**src/rtl/framing_pkg.sv**
```systemverilog
// Shared framing definitions for the UART deframer and the transmit-side framer:
// default delimiter bytes and the deframer state encoding.
package framing_pkg;

  localparam logic [7:0] DEF_START_BYTE = 8'hAA;
  localparam logic [7:0] DEF_END_BYTE   = 8'hBB;

  typedef enum logic [1:0] {
    HUNT      = 2'd0,
    GOT_START = 2'd1,
    GOT_B0    = 2'd2,
    GOT_B1    = 2'd3
  } deframer_state_e;

endpackage

```
**src/rtl/frame_timeout_timer.sv**
```systemverilog
// Inter-byte idle timer for the deframer. Counts idle cycles while a frame is
// open and flags the cycle in which the idle run reaches LIMIT cycles.
// Used only when DEFRAMER_TIMEOUT_EN is defined.
module frame_timeout_timer #(
  parameter logic [15:0] LIMIT = 16'd1000
) (
  input  logic clk,
  input  logic rst,
  input  logic clear_i,
  input  logic run_i,
  output logic expired_o
);

  logic [15:0] cnt_q;
  logic [15:0] cnt_d;

  // Expiry is flagged on the idle cycle that finds the count at LIMIT-1.
  assign expired_o = run_i && (cnt_q == (LIMIT - 16'd1));

  // Next count: a byte or an idle hunt clears it, expiry restarts it.
  always_comb begin
    cnt_d = cnt_q;
    if (clear_i || expired_o) begin
      cnt_d = 16'd0;
    end else if (run_i) begin
      cnt_d = cnt_q + 16'd1;
    end
  end

  // Counter register.
  always_ff @(posedge clk or posedge rst) begin
    if (rst) begin
      cnt_q <= 16'd0;
    end else begin
      cnt_q <= cnt_d;
    end
  end

endmodule

```
**src/rtl/data_deframer.sv**
```systemverilog
// UART byte-stream deframer: START, low byte, high byte, END -> 16-bit word.
// Optional inter-byte timeout is compiled in with DEFRAMER_TIMEOUT_EN.
//
// state     | meaning
// ----------+-------------------------------------------------
// HUNT      | waiting for START_BYTE, other bytes dropped
// GOT_START | start seen, next byte is the low data byte
// GOT_B0    | low byte held, next byte is the high data byte
// GOT_B1    | both bytes held, next byte must be END_BYTE
module data_deframer
  import framing_pkg::*;
#(
  parameter logic [7:0]  START_BYTE     = DEF_START_BYTE,
  parameter logic [7:0]  END_BYTE       = DEF_END_BYTE,
  parameter logic [15:0] TIMEOUT_CYCLES = 16'd1000
) (
  input  logic        clk,
  input  logic        rst,
  input  logic [7:0]  uart_data_i,
  input  logic        uart_valid_i,
  output logic [15:0] data_o,
  output logic        valid_o,
  output logic        frame_err_o,
  output logic [7:0]  err_count_o
);

  deframer_state_e state_q, state_d;
  logic [7:0]  lo_q, lo_d;
  logic [7:0]  hi_q, hi_d;
  logic [15:0] data_q, data_d;
  logic        valid_q, valid_d;
  logic        err_q, err_d;
  logic [7:0]  cnt_q, cnt_d;
  logic        timeout_hit;

`ifdef DEFRAMER_TIMEOUT_EN
  frame_timeout_timer #(
    .LIMIT (TIMEOUT_CYCLES)
  ) u_timer (
    .clk       (clk),
    .rst       (rst),
    .clear_i   (uart_valid_i || (state_q == HUNT)),
    .run_i     (!uart_valid_i && (state_q != HUNT)),
    .expired_o (timeout_hit)
  );
`else
  // Without the timer a partial frame simply waits for its next byte.
  logic unused_timeout_cfg;
  assign unused_timeout_cfg = ^TIMEOUT_CYCLES;
  assign timeout_hit        = 1'b0;
`endif

  // Next-state and output computation; a present byte always beats a timeout.
  always_comb begin
    state_d = state_q;
    lo_d    = lo_q;
    hi_d    = hi_q;
    data_d  = data_q;
    valid_d = 1'b0;
    err_d   = 1'b0;
    cnt_d   = cnt_q;
    if (uart_valid_i) begin
      unique case (state_q)
        HUNT: begin
          if (uart_data_i == START_BYTE) state_d = GOT_START;
        end
        GOT_START: begin
          lo_d    = uart_data_i;
          state_d = GOT_B0;
        end
        GOT_B0: begin
          hi_d    = uart_data_i;
          state_d = GOT_B1;
        end
        GOT_B1: begin
          if (uart_data_i == END_BYTE) begin
            data_d  = {hi_q, lo_q};
            valid_d = 1'b1;
            state_d = HUNT;
          end else begin
            err_d   = 1'b1;
            // A misplaced START is treated as the beginning of a new frame.
            state_d = (uart_data_i == START_BYTE) ? GOT_START : HUNT;
          end
        end
        default: state_d = HUNT;
      endcase
    end else if (timeout_hit) begin
      err_d   = 1'b1;
      state_d = HUNT;
    end
    if (err_d && (cnt_q != 8'hFF)) cnt_d = cnt_q + 8'd1;
  end

  // State, capture and output registers.
  always_ff @(posedge clk or posedge rst) begin
    if (rst) begin
      state_q <= HUNT;
      lo_q    <= 8'd0;
      hi_q    <= 8'd0;
      data_q  <= 16'd0;
      valid_q <= 1'b0;
      err_q   <= 1'b0;
      cnt_q   <= 8'd0;
    end else begin
      state_q <= state_d;
      lo_q    <= lo_d;
      hi_q    <= hi_d;
      data_q  <= data_d;
      valid_q <= valid_d;
      err_q   <= err_d;
      cnt_q   <= cnt_d;
    end
  end

  assign data_o      = data_q;
  assign valid_o     = valid_q;
  assign frame_err_o = err_q;
  assign err_count_o = cnt_q;

endmodule

```
**config.mk**
```make
export PLATFORM = sky130hd
export DESIGN_NAME = data_deframer
export DESIGN_NICKNAME = d
export VERILOG_FILES = /design/src/rtl/framing_pkg.sv /design/src/rtl/frame_timeout_timer.sv /design/src/rtl/data_deframer.sv
export SDC_FILE = /design/constraint.sdc
export NUM_CORES = 1
export LEC_CHECK = 0
export CORE_UTILIZATION = 54
export CTS_CLUSTER_DIAMETER = 150
export DETAILED_ROUTE_END_ITERATION = 6
export PLACE_DENSITY = 0.88
export SETUP_SLACK_MARGIN = 0.4
export SLEW_MARGIN = 20
export SYNTH_ARGS = -nofsm -noshare
export SYNTH_HDL_FRONTEND = slang
export SYNTH_SLANG_ARGS = --single-unit
```
**constraint.sdc**
```tcl
create_clock -name clk -period 4.1 [get_ports clk]
set_clock_uncertainty 0.2 [all_clocks]
set_input_delay 0.615 -clock clk [delete_from_list [all_inputs] [get_ports clk]]
set_output_delay 0.615 -clock clk [all_outputs]
set_load 0.01 [all_outputs]
```
==> results of run 1 <==
-- state kept, by name (all words and copies together) (netlist names) --
name,flops
err_count_o,8
data_o,16
valid_o,1
hi_q,8
lo_q,8
state_q,2
frame_err_o,1
-- cells in the final DEF, fill, tap and decap left out, drive strengths merged, types with 2 or more instances in the layout --
master         count
nor4               3
xor2               6
nand4              2
ha                 6
nor2               2
clkdlybuf4s50     36
mux2              34
inv                4
dfrtp             44
nand2              5
nor3               5
nand3              5
clkbuf             8
-- cell families after synthesis --
| group | Yosys count | synth area share, % |
|---|---|---|
| flops | 44 | 58.8 |
| mux | 34 | 20.5 |
| simple gates | 24 | 8.49 |
| compound gates | 7 | 3.54 |
| buf+inv | 7 | 1.87 |
| xor+xnor | 6 | 2.81 |
| fa+ha+maj | 6 | 4.01 |
-- layout make-up --
type                            count  share of cell area (%)
Clock buffer                        8                    2.51
Inverter                            5                   0.802
Multi-Input combinational cell     77                    31.4
Sequential cell                    44                    47.1
Tap cell                           46                    2.46
Timing Repair Buffer               37                    15.7
-- worst paths after layout --
path | startpoint | to | slack [ps] | depth (start not counted)
min in group asynchronous | rst | data_o[2]$_DFFE_PP0P_ | 490 | 3
worst max register to register | state_q[1]$_DFFE_PP0P_ | data_o[10]$_DFFE_PP0P_ | 2040 | 4
worst min-delay path | data_o[3]$_DFFE_PP0P_ | data_o[3]$_DFFE_PP0P_ | 300 | 1
worst min register to register | data_o[3]$_DFFE_PP0P_ | data_o[3]$_DFFE_PP0P_ | 300 | 1
max in group asynchronous | rst | lo_q[6]$_DFFE_PP0P_ | 2850 | 3
worst max-delay path | uart_data_i[0] | data_o[10]$_DFFE_PP0P_ | 1610 | 4
-- per-layer routing --
| metal | global-route usage, % | up-vias | wire length [um] |
|---|---|---|---|
| li1 | - | 544 | - |
| met1 | 21.5 | 577 | 1350 |
| met2 | 33.8 | 35 | 1560 |
| met3 | 7.68 | 6 | 177 |
| met4 | 9.09 | 0 | 48 |
| met5 | 0 | - | 0 |
-- where the power goes --
part	leakage (nW)	internal, mW	total [mW]	switching, mW
clock network	0.0326	0.0847	0.208	0.123
registers	0.568	0.553	0.637	0.0836
logic	0.480	0.197	0.343	0.146
total	1.08	0.835	1.19	0.353
-- worst register-to-register path: stages, from the launching register on --
cell and delay, ps:
dfrtp_1 420, ha_1 180, nand2_1 90, nor3_4 630
mux2_2 420
==> reports/results.ini, run 1 <==
[floorplanning]
start_util_pct = 56.1
die_h_um = 60.9
rows = 21
num_io_pins = 37
die_area_um2 = 3710
core_um2 = 3340
fp.dieW_um = 60.9

[worst_hold_path]
hp-class = reg -> reg

[cts]
clock_path_buffers = 2
clk_latency_ps = 340
holdBufCountCts = 0
clock-sinks = 44
cts_setup_buffers = 0
cts_tree = done
clk_pin_slew_worst_paths_ps = 110
root_buffer = clkbuf_4
cts_buffers = 5
cts_max_level = 2
cts_resized = 0

[critical_path]
cp_top_family = simple AND/OR/NAND/NOR gates
path_buf_inv = 1
path_class = in -> reg
required_ps = 4140
cp_slowest_cell = nor3_4
path_cells = clkdlybuf4s50_1 > nand4_2 > nor3_4 > mux2_2
endpoint_kind = flip-flop
critical_path_peak_fanout = 17
crit_arrival_ps = 2530
startpoint_type = primary input
timing.critical_path.slowest_cell_delay_ps = 700

[yosys]
yosysWarningCount = 0
yosysSeqAreaShare_pct = 58.8
yosys_register_bits = 44
async_reset_ff_share_pct = 100
synth_ff_type = dfrtp_1
synth_commonest_cells = 44 x dfrtp_1, 25 x mux2_2, 9 x mux2_1
synth_edf_count = 0
post-synth-top-count-cell = dfrtp_1
synth_top_area_share_pct = 58.8
avgSynthCellArea_um2 = 14.6
yosys.area.top_type = dfrtp_1
syn_nets = 145
yosys-top-cells-area = dfrtp_1 59%, mux2_2 15%, mux2_1 5.4%
synth_cells = 128
syn-cell-area_um2 = 1870
ys_types = 25

[placement]
hpwlAfterDp_um = 2260
post_dp_cell_area_um2 = 2280
numPortBuffers = 36
place.gp.congestion = 0.771
dpl.cell_count = 209
dp_slack_ps = 1200

[final_layout]
finish.utilization_pct = 70.1
drive_above_1_share_pct = 22.2
diodes = 0
area_growth_pct = 25.0
fillCellCount = 252
multiInputGateArea_um2 = 736
nNetsFinal = 187
stdcell_count = 217
register_area_um2 = 1100
postLayoutCellArea_um2 = 2340

[routing]
drcViolationCount = 0
route.antenna.remaining_nets = 0
first_iter_violations = 34
wirelength_um = 3130
vias = 1162
drt_first_pass_iters = 4
wl_per_cell_um = 14.4
viasPerCell = 5.35

[power]
power.density_nw_per_um2 = 508
finalPower_mw = 1.19
ir_drop_mv = 0.323
p_leak_nw = 1.08

[global_routing]
grt_pass1_wl_um = 5040
grt_max_degree = 45
overflow = 0
antenna_found_initial = 0
first_global_vias = 1154
gr-usage-all-layers_pct = 19.7

[sta]
finalHoldViolations = 0
rsz0062_at_grt = false
finalCriticalPeriod_ps = 2490
slew_violations = 0
layout_setup_ws_ps = 1610
timing.hold.ws_ps = 298
max_freq_ghz = 0.401
totalNegativeSetupSlack_ps = 0
finalSetupViolations = 0
slew-limit-headroom_pct = 46.2
tightestPinTransition_ps = 804
finalCritPeriodShare_pct = 60.8

[run_status]
status = finished clean

[flow_run]
cap_violations = 0

Power figures use the tool's default switching activity.
==> run 2: changes to the inputs <==
--- a/config.mk
+++ b/config.mk
@@ -5,10 +5,10 @@
 export SDC_FILE = /design/constraint.sdc
 export NUM_CORES = 1
 export LEC_CHECK = 0
-export CORE_UTILIZATION = 54
+export CORE_UTILIZATION = 50
 export CTS_CLUSTER_DIAMETER = 150
 export DETAILED_ROUTE_END_ITERATION = 6
-export PLACE_DENSITY = 0.88
+export PLACE_DENSITY = 0.83
 export SETUP_SLACK_MARGIN = 0.4
 export SLEW_MARGIN = 20
 export SYNTH_ARGS = -nofsm -noshare
==> constraint.sdc (replaced) <==
create_clock -name clk -period 2.54 [get_ports clk]
set_clock_uncertainty 0.2 [all_clocks]
set_input_delay 0.381 -clock clk [delete_from_list [all_inputs] [get_ports clk]]
set_output_delay 0.381 -clock clk [all_outputs]
set_load 0.01 [all_outputs]
==> run 2 against run 1 <==
  * Cell count increased by 0.92%
  * Largest power group unchanged
  * Critical path depth rose by 1
  * Flip-flop and latch count is the same
  * Critical endpoint is now err_count_o[6]$_DFFE_PP0P_
==> reports/results.ini, run 2 (synthesis gave the netlist of run 1 again) <==
[run_status]
status = finished clean

[sta]
slew-limit-headroom_pct = 65.2  ; +19 points
max_freq_ghz = 0.498
totalNegativeSetupSlack_ps = 0  ; unchanged
slew_violations = 0  ; unchanged
finalSetupViolations = 0  ; unchanged
timing.hold.ws_ps = 294  ; -4.07 ps
finalCriticalPeriod_ps = 2010
tightestPinTransition_ps = 522  ; -282 ps
rsz0062_at_grt = false
finalHoldViolations = 0  ; unchanged
finalCritPeriodShare_pct = 79.0

[global_routing]
first_global_vias = 1180  ; +2.3%
grt_pass1_wl_um = 5580  ; +11%
gr-usage-all-layers_pct = 19.0  ; -0.66 points
overflow = 0  ; unchanged
antenna_found_initial = 0  ; unchanged
grt_max_degree = 45  ; unchanged

[critical_path]
path_buf_inv = 1  ; unchanged
timing.critical_path.slowest_cell_delay_ps = 590  ; -110 ps
cp_slowest_cell = clkdlybuf4s50_1
crit_cells = 5  ; +1
required_ps = 2520  ; -1620 ps
path_class = in -> reg
rr_worst_depth = 5  ; +1
endpoint_kind = flip-flop
crit_arrival_ps = 1980  ; -550 ps
startpoint_type = primary input
critical_path_peak_fanout = 8  ; -9
path_cells = clkdlybuf4s50_1 > nand2_1 > o21bai_2 > nor3_1 > mux2_2
cp_top_family = buffers and inverters

[final_layout]
drive_above_1_share_pct = 24.3  ; +2.1 points
stdcell_count = 219  ; +0.92%
postLayoutCellArea_um2 = 2390  ; +2.1%
area_growth_pct = 27.6
largest_reg_flops = 16  ; unchanged
diodes = 0  ; unchanged
finish.utilization_pct = 68.9  ; -1.2 points
final_cell_mix = 44 x dfrtp_1, 36 x clkdlybuf4s50_1, 25 x mux2_2
nNetsFinal = 189  ; +1.1%
final_common_cell = dfrtp_1

[cts]
holdBufCountCts = 0  ; unchanged
clk_pin_slew_worst_paths_ps = 70  ; -40 ps
clock_path_buffers = 2  ; unchanged
cts_setup_buffers = 0  ; unchanged
cts_buffers = 5  ; unchanged
cts_tree = done
cts_max_level = 2  ; unchanged
clk_latency_ps = 290  ; -50 ps
clock-sinks = 44  ; unchanged
cts_resized = 0  ; unchanged
root_buffer = clkbuf_8

[power]
power.density_nw_per_um2 = 850  ; +67%
p_leak_nw = 1.11  ; +3.1%
ir_drop_mv = 0.600  ; +86%

[worst_hold_path]
hp-class = reg -> reg
whs_path_depth = 1  ; unchanged

[floorplanning]
core_um2 = 3470  ; +3.9%
start_util_pct = 54.0  ; -2.1 points
die_area_um2 = 3990  ; +7.7%
num_io_pins = 37  ; unchanged
die_h_um = 63.2  ; +3.8%
fp.dieW_um = 63.2  ; +3.8%
rows = 21  ; unchanged

[placement]
place.gp.congestion = 0.715  ; -7.3%
hpwlAfterDp_um = 2450  ; +8.2%
dpl.cell_count = 211  ; +0.96%
numPortBuffers = 36  ; unchanged
post_dp_cell_area_um2 = 2300  ; +0.66%

[routing]
route.antenna.remaining_nets = 0  ; unchanged
drt_first_pass_iters = 4  ; unchanged
wl_per_cell_um = 15.1  ; +4.9%
wirelength_um = 3320  ; +5.9%
first_iter_violations = 25  ; -26%
vias = 1176  ; +1.2%
drcViolationCount = 0  ; unchanged
viasPerCell = 5.37  ; +0.28%

[flow_run]
cap_violations = 0  ; unchanged

[run 2: cell count changes in the layout (fill, tap and decap cells not counted), sizes merged]
cell,previous run,this run
clkinv,1,2
buf,1,3
inv,4,5
clkbuf,8,6
[run 2: power breakdown]
| group | internal [mW] | switching [mW] |
|---|---|---|
| Clock | 0.217 | 0.216 |
| Combinational | 0.319 | 0.244 |
| Sequential | 0.895 | 0.140 |
[run 2: worst paths after layout]
| check | start | end | slack (ps) |
|---|---|---|---|
| worst max-delay path | uart_valid_i | err_count_o[6]$_DFFE_PP0P_ | 530 |
| worst min-delay path | lo_q[5]$_DFFE_PP0P_ | data_o[5]$_DFFE_PP0P_ | 290 |
| worst max register to register | state_q[0]$_DFFE_PP0P_ | err_count_o[6]$_DFFE_PP0P_ | 690 |
| worst min register to register | lo_q[5]$_DFFE_PP0P_ | data_o[5]$_DFFE_PP0P_ | 290 |
| max in group asynchronous | rst | state_q[1]$_DFFE_PP0P_ | 1450 |
| min in group asynchronous | rst | data_o[11]$_DFFE_PP0P_ | 330 |
[run 2: metrics by stage]
step                total power [mW]  setup slack [ps]
CTS                             2.05               549
detailed placement              1.61               239
global route                    2.16               429
global placement                1.57               257
finish                          2.03               532
floorplan                       1.38               724
[run 2: final cells by class]
cell class                 count  area [um2]
clock buffer                   6        82.6
clock inverter                 2        10.0
timing repair buffer          39         383
sequential                    44        1100
inverter                       5        18.8
fill                         269        1080
tap                           46        57.6
multi-input combinational     77         736
[run 2: worst register-to-register path: cells and delay by family (launching register included)]
| family | cells | cell delay, ps |
|---|---|---|
| multiplexers | 1 | 360 |
| flip-flops | 1 | 390 |
| AO/OA/AOI/OAI | 1 | 290 |
| AND/OR/NAND/NOR | 2 | 320 |
| adder cells (fa/ha/maj) | 1 | 180 |
[run 2: layer usage]
metal / GRT usage [%] / vias up / wire, um
li1: - / 547 / -
met3: 5.98 / 8 / 142
met1: 21.6 / 591 / 1410
met5: 0 / - / 0
met2: 32.3 / 30 / 1700
met4: 9.38 / 0 / 65
